==> config.mk <==
export PLATFORM = sky130hd
export DESIGN_NAME = bus_arbiter_rr
export DESIGN_NICKNAME = d
export VERILOG_FILES = /design/src/rtl/bus_arbiter_rr_pkg.sv /design/src/rtl/bus_arbiter_rr_rr_pick.sv /design/src/rtl/bus_arbiter_rr.sv
export SDC_FILE = /design/constraint.sdc
export NUM_CORES = 1
export LEC_CHECK = 0
export BUFFER_PORTS_ARGS = -buffer_cell sky130_fd_sc_hd__buf_2
export CORE_MARGIN = 5
export CORE_UTILIZATION = 55
export DETAILED_ROUTE_END_ITERATION = 10
export PLACE_DENSITY = 0.85
export SYNTH_ARGS = -nofsm -noshare
export SYNTH_HDL_FRONTEND = slang
export SYNTH_HIERARCHICAL = 1
export SYNTH_SLANG_ARGS = --single-unit
export TNS_END_PERCENT = 5
==> constraint.sdc <==
create_clock -name clk -period 5 [get_ports clk]
set_input_delay 0.25 -clock clk [delete_from_list [all_inputs] [get_ports clk]]
set_output_delay 0.25 -clock clk [all_outputs]
set_load 0.02 [all_outputs]
==> src/rtl/bus_arbiter_rr_pkg.sv <==
// Shared encodings for the 4-master system bus arbiter and its round-robin picker.
// No logic here; bus-level active-low levels and the FSM state type.
package bus_arbiter_rr_pkg;

    localparam int BUS_MASTER_CH = 4;
    localparam int BUS_OWNER_W   = 2;
    localparam int ARB_STATE_W   = 2;

    typedef enum logic [ARB_STATE_W-1:0] {
        ARB_IDLE  = 2'd0,
        ARB_GRANT = 2'd1,
        ARB_ABORT = 2'd2
    } arb_state_t;

    localparam logic ENABLE_  = 1'b0;
    localparam logic DISABLE_ = 1'b1;

    localparam logic [BUS_MASTER_CH-1:0] GRNT_NONE = '1;

endpackage

==> src/rtl/bus_arbiter_rr_rr_pick.sv <==
// Round-robin picker: first unmasked active request after ptr, wrapping, ptr itself last.
// Latency: purely combinational.
// Backpressure: none; vld low when no unmasked request exists.
module rr_pick
    import bus_arbiter_rr_pkg::*;
(
    input  logic [BUS_MASTER_CH-1:0] req,
    input  logic [BUS_MASTER_CH-1:0] mask,
    input  logic [BUS_OWNER_W-1:0]   ptr,
    output logic                     vld,
    output logic [BUS_OWNER_W-1:0]   idx
);

    always_comb begin
        logic [BUS_OWNER_W-1:0] cand;
        vld  = 1'b0;
        idx  = ptr;
        cand = ptr;
        for (int k = 1; k <= BUS_MASTER_CH; k++) begin
            cand = ptr + BUS_OWNER_W'(k);
            if (!vld && req[cand] && !mask[cand]) begin
                vld = 1'b1;
                idx = cand;
            end
        end
    end

endmodule

==> src/rtl/bus_arbiter_rr.sv <==
// Round-robin bus arbiter with stall watchdog that reclaims the bus and raises a sticky irq.
// Latency: request sampled at edge N drives an active-low grant after edge N; all outputs registered.
// Backpressure: owner keeps the bus until it drops req_; a stall of TIMEOUT_CYCLES cycles forces abort.
module bus_arbiter_rr
    import bus_arbiter_rr_pkg::*;
#(
    parameter int TIMEOUT_CYCLES = 255,
    parameter int CNT_W          = 8
) (
    input  logic                     clk,
    input  logic                     reset,
    input  logic [BUS_MASTER_CH-1:0] m_req_,
    output logic [BUS_MASTER_CH-1:0] m_grnt_,
    input  logic                     s_as_,
    input  logic                     m_rdy_,
    output logic [BUS_OWNER_W-1:0]   bus_owner,
    output logic                     bus_busy,
    output logic                     to_irq,
    output logic [BUS_OWNER_W-1:0]   to_owner,
    input  logic                     to_clr
);

    arb_state_t               state, state_nxt;
    logic [BUS_MASTER_CH-1:0] grnt_nxt;
    logic [BUS_OWNER_W-1:0]   owner_nxt, ptr, ptr_nxt, to_owner_nxt;
    logic [BUS_MASTER_CH-1:0] mask, mask_nxt;
    logic [CNT_W-1:0]         cnt, cnt_nxt;
    logic                     irq_nxt, busy_nxt;
    logic                     pick_vld;
    logic [BUS_OWNER_W-1:0]   pick_idx;
    logic                     stalled;

    rr_pick u_rr_pick (
        .req  (~m_req_),
        .mask (mask),
        .ptr  (ptr),
        .vld  (pick_vld),
        .idx  (pick_idx)
    );

    assign stalled = (s_as_ == ENABLE_) && (m_rdy_ == DISABLE_);

    always_comb begin
        state_nxt    = state;
        grnt_nxt     = m_grnt_;
        owner_nxt    = bus_owner;
        ptr_nxt      = ptr;
        cnt_nxt      = cnt;
        to_owner_nxt = to_owner;
        irq_nxt      = to_irq & ~to_clr;
        // A master's timeout mask lifts as soon as it is seen not requesting.
        mask_nxt     = mask & ~m_req_;

        case (state)
            ARB_GRANT: begin
                if (m_req_[bus_owner] == DISABLE_) begin
                    // Release takes precedence over a coincident timeout.
                    cnt_nxt = '0;
                    if (pick_vld) begin
                        grnt_nxt  = ~(BUS_MASTER_CH'(1) << pick_idx);
                        owner_nxt = pick_idx;
                        ptr_nxt   = pick_idx;
                    end else begin
                        grnt_nxt  = GRNT_NONE;
                        state_nxt = ARB_IDLE;
                    end
                end else if (stalled) begin
                    if (cnt == CNT_W'(TIMEOUT_CYCLES - 1)) begin
                        grnt_nxt            = GRNT_NONE;
                        cnt_nxt             = '0;
                        irq_nxt             = 1'b1;
                        to_owner_nxt        = bus_owner;
                        mask_nxt[bus_owner] = 1'b1;
                        state_nxt           = ARB_ABORT;
                    end else if (!(&cnt)) begin
                        cnt_nxt = cnt + CNT_W'(1);
                    end
                end else begin
                    cnt_nxt = '0;
                end
            end
            default: begin
                // IDLE and the single ABORT cycle both arbitrate with normal latency.
                grnt_nxt  = GRNT_NONE;
                cnt_nxt   = '0;
                state_nxt = ARB_IDLE;
                if (pick_vld) begin
                    grnt_nxt  = ~(BUS_MASTER_CH'(1) << pick_idx);
                    owner_nxt = pick_idx;
                    ptr_nxt   = pick_idx;
                    state_nxt = ARB_GRANT;
                end
            end
        endcase

        busy_nxt = ~&grnt_nxt;
    end

    always_ff @(posedge clk) begin
        if (reset) begin
            state     <= ARB_IDLE;
            m_grnt_   <= GRNT_NONE;
            bus_owner <= '0;
            bus_busy  <= 1'b0;
            to_irq    <= 1'b0;
            to_owner  <= '0;
            mask      <= '0;
            cnt       <= '0;
            ptr       <= BUS_OWNER_W'(BUS_MASTER_CH - 1);
        end else begin
            state     <= state_nxt;
            m_grnt_   <= grnt_nxt;
            bus_owner <= owner_nxt;
            bus_busy  <= busy_nxt;
            to_irq    <= irq_nxt;
            to_owner  <= to_owner_nxt;
            mask      <= mask_nxt;
            cnt       <= cnt_nxt;
            ptr       <= ptr_nxt;
        end
    end

endmodule

==> results of run 1 <==
## report_power, final
part           switching [W]  internal [W]  leakage (nW)  total (W)
logic              0.0000474     0.0000364         0.305  0.0000839
registers          0.0000153      0.000219         0.212   0.000234
clock network      0.0000605     0.0000810        0.0279   0.000142
## through the flow
stage | power (W) | area, µm²
finish | 0.000460 | 1410
global route | 0.000483 | 1410
CTS | 0.000464 | 1410
detailed placement | 0.000322 | 1360
global placement | 0.000320 | 1360
floorplan | 0.000301 | 1270
## cell usage after synthesis (all sizes together), types with 2 or more instances
master / instances
and4: 2
and2b: 2
o21ai: 2
xnor2: 2
nor3: 2
nand3: 9
nand4: 2
inv: 9
a2bb2oi: 4
mux2i: 5
o211ai: 2
a21oi: 9
o41ai: 4
o32a: 2
nor2b: 2
clkbuf: 4
xor2: 2
buf: 2
nand2b: 6
a22oi: 2
or2: 2
dfxtp: 26
o22ai: 2
nor2: 11
or3: 3
ha: 2
nand2: 7
## layout make-up
| type | count | area share |
|---|---|---|
| Clock buffer | 3 | 0.0160 |
| Clock inverter | 1 | 0.0213 |
| Inverter | 10 | 0.0266 |
| Multi-Input combinational cell | 96 | 0.478 |
| Sequential cell | 26 | 0.369 |
| Tap cell | 28 | 0.0249 |
| Timing Repair Buffer | 18 | 0.0639 |
## state kept, by name, summed over array words and instances (netlist names), 2 cells and up
signal	cells
ptr	2
state	2
bus_owner	2
m_grnt_	4
cnt	8
mask	4
to_owner	2
## tightest hold or removal path: stages
cell and delay, ns:
buf_2 0.07, nand2b_1 0.09, a21oi_1 0.06
## routing by layer
layer  up-vias  share of wire
met4         0         0.0068
met1       498           0.42
met2        23           0.53
met5         -              0
li1        532              -
met3         2          0.039
## final timing paths
| kind | to | cells past startpoint | startpoint |
|---|---|---|---|
| worst min register to register | to_irq$_SDFF_PP0_ | 2 | to_irq$_SDFF_PP0_ |
| worst max register to register | cnt[1]$_SDFFE_PP0N_ | 4 | bus_owner[1]$_SDFFE_PP0P_ |
| worst max-delay path | cnt[1]$_SDFFE_PP0N_ | 4 | bus_owner[1]$_SDFFE_PP0P_ |
| worst min-delay path | to_irq$_SDFF_PP0_ | 3 | to_clr |
## logic make-up (layout without fill, tap and decap cells)
kind of cell,count (synthesis),count (layout),synth area share
AO/OA/AOI/OAI,32,32,0.192
XOR/XNOR,4,4,0.0276
adder cells (fa/ha/maj),2,2,0.0197
buffers and inverters,16,32,0.0592
flip-flops,26,26,0.410
multiplexers,5,5,0.0592
AND/OR/NAND/NOR,53,53,0.232
==> impl_metrics.ini, run 1 <==
[global_route]
top_usage_layer = met2
grt_use_met3 = 0.0245
grt_use_met1 = 0.193
grt_pass1_wl_mm = 4.42
grt_antenna_before_repair = 0
grt_use_total = 0.164
grt_pass1_vias = 1040
grt_start_max_net_pins = 16
groute.layer.met2.usage = 0.289
grt-ovfl-total = 0

[floorplan]
std_cell_rows = 17
start_util = 0.574
core_um2 = 2210
die_x_um = 58.0
die_h_um = 58.0
ios = 19
dieArea_um2 = 3370

[timing]
hold_viol = 0
grt_setup_unrepaired = no
worst_slack_ns = 3.07
max_freq_mhz = 519
slew_violations = 0
setup-tns-final_ns = 0
finClkSkew_ns = 0.0111
timing.final.crit_share = 0.386
setup_viol = 0
worstMarginPinSlew_ns = 0.438
fin_crit_ns = 1.93
slew_headroom = 0.708
hold_ws_ns = 0.179

[critical_path]
worstPathRequired_ns = 5.25
path_class = reg -> reg
start_kind = flop
cp.arrival_ns = 2.17
worstSetupEndpointType = flop
r2r_setup_slack_ns = 3.07
crit_path_max_fanout = 8
cp_slowest_stage_delay_ns = 0.61
cp_top_family = flip-flops
crit_chain = mux2i_4, a22oi_2, or4_4, a211oi_2
path_buf_inv = 0
critPathSlowestCell = dfxtp_1

[cts]
postCtsSetupBuffers = 0
htree_levels = 1
clk_latency_ns = 0.32
ctsHoldBuffers = 0
cts_buffer_depth = 2
cts_root_buffer = clkbuf_4
cts_tree = yes
cts-buffers-inserted = 3
cts_resized = 0
clock_sinks = 26
clk_pin_slew_ns = 0.14

[final_layout]
layout_commonest_cell = dfxtp_1
diodes = 0
instances_no_fill = 182
final_cell_mix = dfxtp_1 (26), buf_2 (18), nor2_1 (11)
fillCellCount = 215
final_core_util = 0.637
drive_gt1_frac = 0.208
register_area_um2 = 520
area_delta_synth_final_pct = 11.0
num-nets-final = 166
multi_input_area_um2 = 673

[yosys]
synth-edff-count = 0
synth_area_leaders = dfxtp_1 (41%), a21oi_1 (3.6%), nand3_1 (3.6%)
synthFlopType = dfxtp_1
syn_nets = 149
syn_area_um2 = 1270
synth-async-reset-ratio = 0
yosysSeqAreaShare = 0.410
synth_top_area_frac = 0.410
syn_area_per_cell_um2 = 9.19
yosysWarningCount = 6
synth_seq_cells = 26
yosysTopAreaCell = dfxtp_1
syn_inst = 138
ys_types = 39

[place]
gp_congestion = 0.861
io_buffers = 18
hpwl_mm = 1.96
place_inst = 178
pre_cts_slack_ns = 3.08

[power]
power.density_nw_per_um2 = 326
leakagePower_nw = 0.545
ir_worst_vdd_uv = 243

[routing]
drt_iter0_drc = 28
wl_mm = 2.50
wl_per_cell_um = 13.7
drtAntennaViolNets = 0
drc = 0
vias = 1055
via_per_inst = 5.80
dr.pass1.iters = 5

[hold_path]
hold_path_class = in -> reg

[flow_run]
max_cap_viol_count = 0

[status]
status = finished, final reports clean
Power figures use the tool's default switching activity.
==> inputs of run 2 (changes only) <==
Settings changed: CORE_UTILIZATION 55 to 49, PLACE_DENSITY 0.85 to 0.81.
Clock period 5 ns to 1.7 ns, I/O delays scaled along.
==> impl_metrics.ini, run 2 (synthesis gave the netlist of run 1 again) <==
[status]
status = finished, final reports clean

[hold_path]
worstHoldPathCells = 3
hold_path_class = in -> reg
min_from = to_clr

[critical_path]
path_class = reg -> reg
worstSetupEndpointType = flop
r2r-end = cnt[1]$_SDFFE_PP0N_
reg2reg_from = bus_owner[1]$_SDFFE_PP0P_
critPathSlowestCell = or4_4
setup.worst_path.end = cnt[1]$_SDFFE_PP0N_
start_kind = flop
worstPathRequired_ns = 1.95
reg2reg_depth = 4
cp.arrival_ns = 1.93
crit_chain = mux2i_4, a22oi_2, or4_4, a211oi_2
cp_slowest_stage_delay_ns = 0.60
r2r_setup_slack_ns = 0.01
cp-startpoint = bus_owner[1]$_SDFFE_PP0P_
crit_path_max_fanout = 8

[routing]
dr.pass1.iters = 4
drc = 0
wl_per_cell_um = 14.6
vias = 1056
wl_mm = 2.72
drtAntennaViolNets = 0
drt_iter0_drc = 39
via_per_inst = 5.68

[cts]
clk_latency_ns = 0.31
htree_levels = 1
cts_buffer_depth = 2
clock_sinks = 26
cts-buffers-inserted = 3
clk_pin_slew_ns = 0.13
cts_tree = yes
cts_root_buffer = clkbuf_4

[timing]
finClkSkew_ns = 0.00128
slew_headroom = 0.780
fin_crit_ns = 1.69
setup_viol = 0
slew_violations = 0
timing.final.crit_share = 0.992
grt_setup_unrepaired = yes
hold_ws_ns = 0.0218
hold_viol = 0
max_freq_mhz = 593
worstMarginPinSlew_ns = 0.328

[final_layout]
layout_commonest_cell = dfxtp_1
drive_gt1_frac = 0.244
diodes = 0
largest_reg_flops = 8
top_regs = cnt: 8 flops, m_grnt_: 4 flops, mask: 4 flops
final_cell_mix = dfxtp_1 (24), buf_2 (18), nor2_1 (11)
num-nets-final = 168
area_delta_synth_final_pct = 11.9
largest_register = cnt

[global_route]
grt_use_total = 0.162
grt_start_max_net_pins = 16
grt_antenna_before_repair = 0
grt_pass1_vias = 1030
grt_pass1_wl_mm = 4.51
grt-ovfl-total = 0

[power]
ir_worst_vdd_uv = 644
total_power_w = 0.00123
power.density_nw_per_um2 = 863
leakagePower_nw = 0.545

[place]
io_buffers = 18
hpwl_mm = 2.02
gp_congestion = 0.817

[floorplan]
die_h_um = 60.9
core_um2 = 2480
ios = 19
dieArea_um2 = 3710
die_x_um = 60.9
std_cell_rows = 18
start_util = 0.512

[flow_run]
max_cap_viol_count = 0
## run 2: cell types whose count changed in the layout (fill, tap and decap cells not counted)
cell / before / now
buf_6: 0 / 1
and2b_2: 0 / 1
bufinv_16: 1 / 0
dfxtp_1: 26 / 24
dfxtp_4: 0 / 1
and2b_1: 2 / 1
nor3_1: 2 / 0
dfxtp_2: 0 / 1
buf_4: 0 / 1
nor3_2: 0 / 2
clkbuf_1: 0 / 1
## run 2: stage by stage
step	cells	utilization	cell area, µm²	setup slack [ns]	TNS (ns)
2_1_floorplan	138	-	1270	-0.0182	-0.0182
3_3_place_gp	181	0.554	1370	0.0424	0
3_5_place_dp	181	0.554	1370	-0.00559	-0.00559
4_1_cts	186	0.567	1410	0.00789	0
5_1_grt	186	0.573	1420	-0.0457	-0.137
6_report	186	0.573	1420	0.0132	0
## run 2: layout make-up
class	count	area (µm²)
clock buffer	4	26.3
inverter	10	37.5
sequential	26	526
fill	235	1060
tap	30	37.5
multi-input combinational	96	684
timing repair buffer	20	109
## run 2: layer usage
layer / GRT usage / routed length [µm] / share of wire
met5: 0 / 0 / 0
met4: 0.0805 / 29 / 0.011
met3: 0.0277 / 100 / 0.037
met2: 0.284 / 1430 / 0.53
met1: 0.189 / 1150 / 0.42
## run 2: worst min path at each step
stage	to
finish	to_irq$_SDFF_PP0_
global route	to_irq$_SDFF_PP0_
CTS	to_irq$_SDFF_PP0_
detailed placement	to_irq$_SDFF_PP0_
global placement	to_irq$_SDFF_PP0_
floorplan	ptr[1]$_SDFFE_PP1P_
## run 2: report_power, final
part	internal (W)	switching (W)	leakage [nW]	total, W
sequential	0.000646	0.0000425	0.213	0.000689
clock	0.0000917	0.000171	0.0150	0.000263
combinational	0.000120	0.000154	0.318	0.000274
total	0.000858	0.000368	0.545	0.00123
## run 2: worst max-delay path: cells and delay by family, from the launching register on
kind	cells	cell delay, ns
mux	1	0.28
compound gates	2	0.32
flops	1	0.42
simple gates	1	0.60
## run 2: what timing repair did
| action | in CTS | in global routing |
|---|---|---|
| hold buffers | 0 | 0 |
| setup buffers | 1 | 0 |
| resized for setup | 0 | 4 |
| setup endpoints to repair | 3 | 17 |
| pin swaps | 0 | 1 |
==> inputs of run 3 (changes only) <==
Settings changed: CORE_UTILIZATION 49 to 59, CTS_CLUSTER_SIZE set to 10, PLACE_DENSITY 0.81 to 0.9.
Clock period 1.7 ns to 2 ns, I/O delays scaled along.
==> impl_metrics.ini, run 3 (synthesis gave the netlist of run 1 again) <==
[final_layout]
register_area_um2 = 520
top_regs = cnt: 8 flops, m_grnt_: 4 flops, mask: 4 flops
area_delta_synth_final_pct = 9.17
layout_commonest_cell = dfxtp_1
drive_gt1_frac = 0.208
largest_register = cnt
diodes = 0
largest_reg_flops = 8
num-nets-final = 167
fillCellCount = 164
instances_no_fill = 181
final_cell_mix = dfxtp_1 (26), buf_2 (18), nor2_1 (11)
multi_input_area_um2 = 673

[place]
gp_congestion = 0.815
pre_cts_slack_ns = 0.234
place_inst = 178
hpwl_mm = 1.94
io_buffers = 18

[timing]
slew_headroom = 0.741
slew_violations = 0
hold_viol = 0
worstMarginPinSlew_ns = 0.386
worst_slack_ns = 0.201
finClkSkew_ns = 0.00435
setup-tns-final_ns = 0
fin_crit_ns = 1.80
setup_viol = 0
timing.final.crit_share = 0.899
max_freq_mhz = 556
grt_setup_unrepaired = no

[status]
status = finished, final reports clean

[critical_path]
path_class = reg -> reg
start_kind = flop
reg2reg_depth = 7
worstSetupEndpointType = flop
crit_path_max_fanout = 9
worstPathRequired_ns = 2.20
cp.arrival_ns = 2.00

[cts]
clock_sinks = 26
ctsHoldBuffers = 0
clk_pin_slew_ns = 0.13
htree_levels = 1
cts-buffers-inserted = 3
clk_latency_ns = 0.31
cts_resized = 0
postCtsSetupBuffers = 0
cts_tree = yes
cts_buffer_depth = 2
cts_root_buffer = clkbuf_4

[routing]
dr.pass1.iters = 4
via_per_inst = 5.80
m1WireLength_mm = 1.13
vias = 1050
wl_per_cell_um = 14.0
routed.top_layer = met4
wl_met3_um = 108
drt_iter0_drc = 32
wl_mm = 2.53
drtAntennaViolNets = 0
drc = 0
wl_met2_mm = 1.28

[floorplan]
die_x_um = 56.4
std_cell_rows = 16
core_um2 = 2000
start_util = 0.634
ios = 19
die_h_um = 56.4
dieArea_um2 = 3180

[global_route]
grt_pass1_vias = 996
grt_use_total = 0.163
grt_antenna_before_repair = 0
grt_start_max_net_pins = 16
grt_pass1_wl_mm = 4.24
grt-ovfl-total = 0

[hold_path]
worstHoldPathCells = 3
hold_path_class = in -> reg

[flow_run]
max_cap_viol_count = 0

[power]
power.density_nw_per_um2 = 732
leakagePower_nw = 0.536
ir_worst_vdd_uv = 560
-- run 3: cell types whose count changed in the layout (fill, tap and decap cells not counted), sizes merged --
cell and delta:
buf -1, clkbuf -1
-- run 3: area by class of cell --
cell class | count | share of cell area
inverter | 10 | 0.0271
timing repair buffer | 19 | 0.0705
tap | 27 | 0.0244
sequential | 26 | 0.376
multi-input combinational | 96 | 0.486
clock buffer | 3 | 0.0163
-- run 3: path summary, 6_finish.rpt --
kind	start	to	slack, ns
setup reg to reg	mask[3]$_SDFF_PP0_	m_grnt_[0]$_SDFF_PP1_	0.20
hold reg to reg	to_irq$_SDFF_PP0_	to_irq$_SDFF_PP0_	0.48
hold / removal	to_clr	to_irq$_SDFF_PP0_	0.04
setup / recovery	mask[3]$_SDFF_PP0_	m_grnt_[0]$_SDFF_PP1_	0.20
-- run 3: power breakdown --
part | total [W] | internal [W] | switching (W)
Combinational | 0.000219 | 0.0000949 | 0.000124
Clock | 0.000214 | 0.0000704 | 0.000144
Sequential | 0.000581 | 0.000547 | 0.0000334
-- run 3: routing by layer --
| layer | vias up | global-route usage |
|---|---|---|
| met4 | 0 | 0.0780 |
| met2 | 29 | 0.277 |
| met3 | 4 | 0.0252 |
| li1 | 531 | - |
| met1 | 486 | 0.199 |
| met5 | - | 0 |
-- run 3: worst max-delay path, stage by stage (launching register included) --
cell and delay (ns):
dfxtp_1 0.34, and2b_1 0.24, nor2_1 0.05, nand3_1 0.11, inv_1 0.08, a221o_1 0.38, nor3_1 0.35, a2bb2oi_1 0.13
-- run 3: metrics by stage --
stage | instance area (µm²) | util | hold WS (ns) | power, W
floorplan | 1270 | - | 0.274 | 0.000752
global placement | 1360 | 0.681 | 0.370 | 0.000802
detailed placement | 1360 | 0.681 | 0.381 | 0.000810
CTS | 1390 | 0.692 | 0.0351 | 0.00102
global route | 1390 | 0.692 | 0.0708 | 0.00106
finish | 1390 | 0.692 | 0.0405 | 0.00101
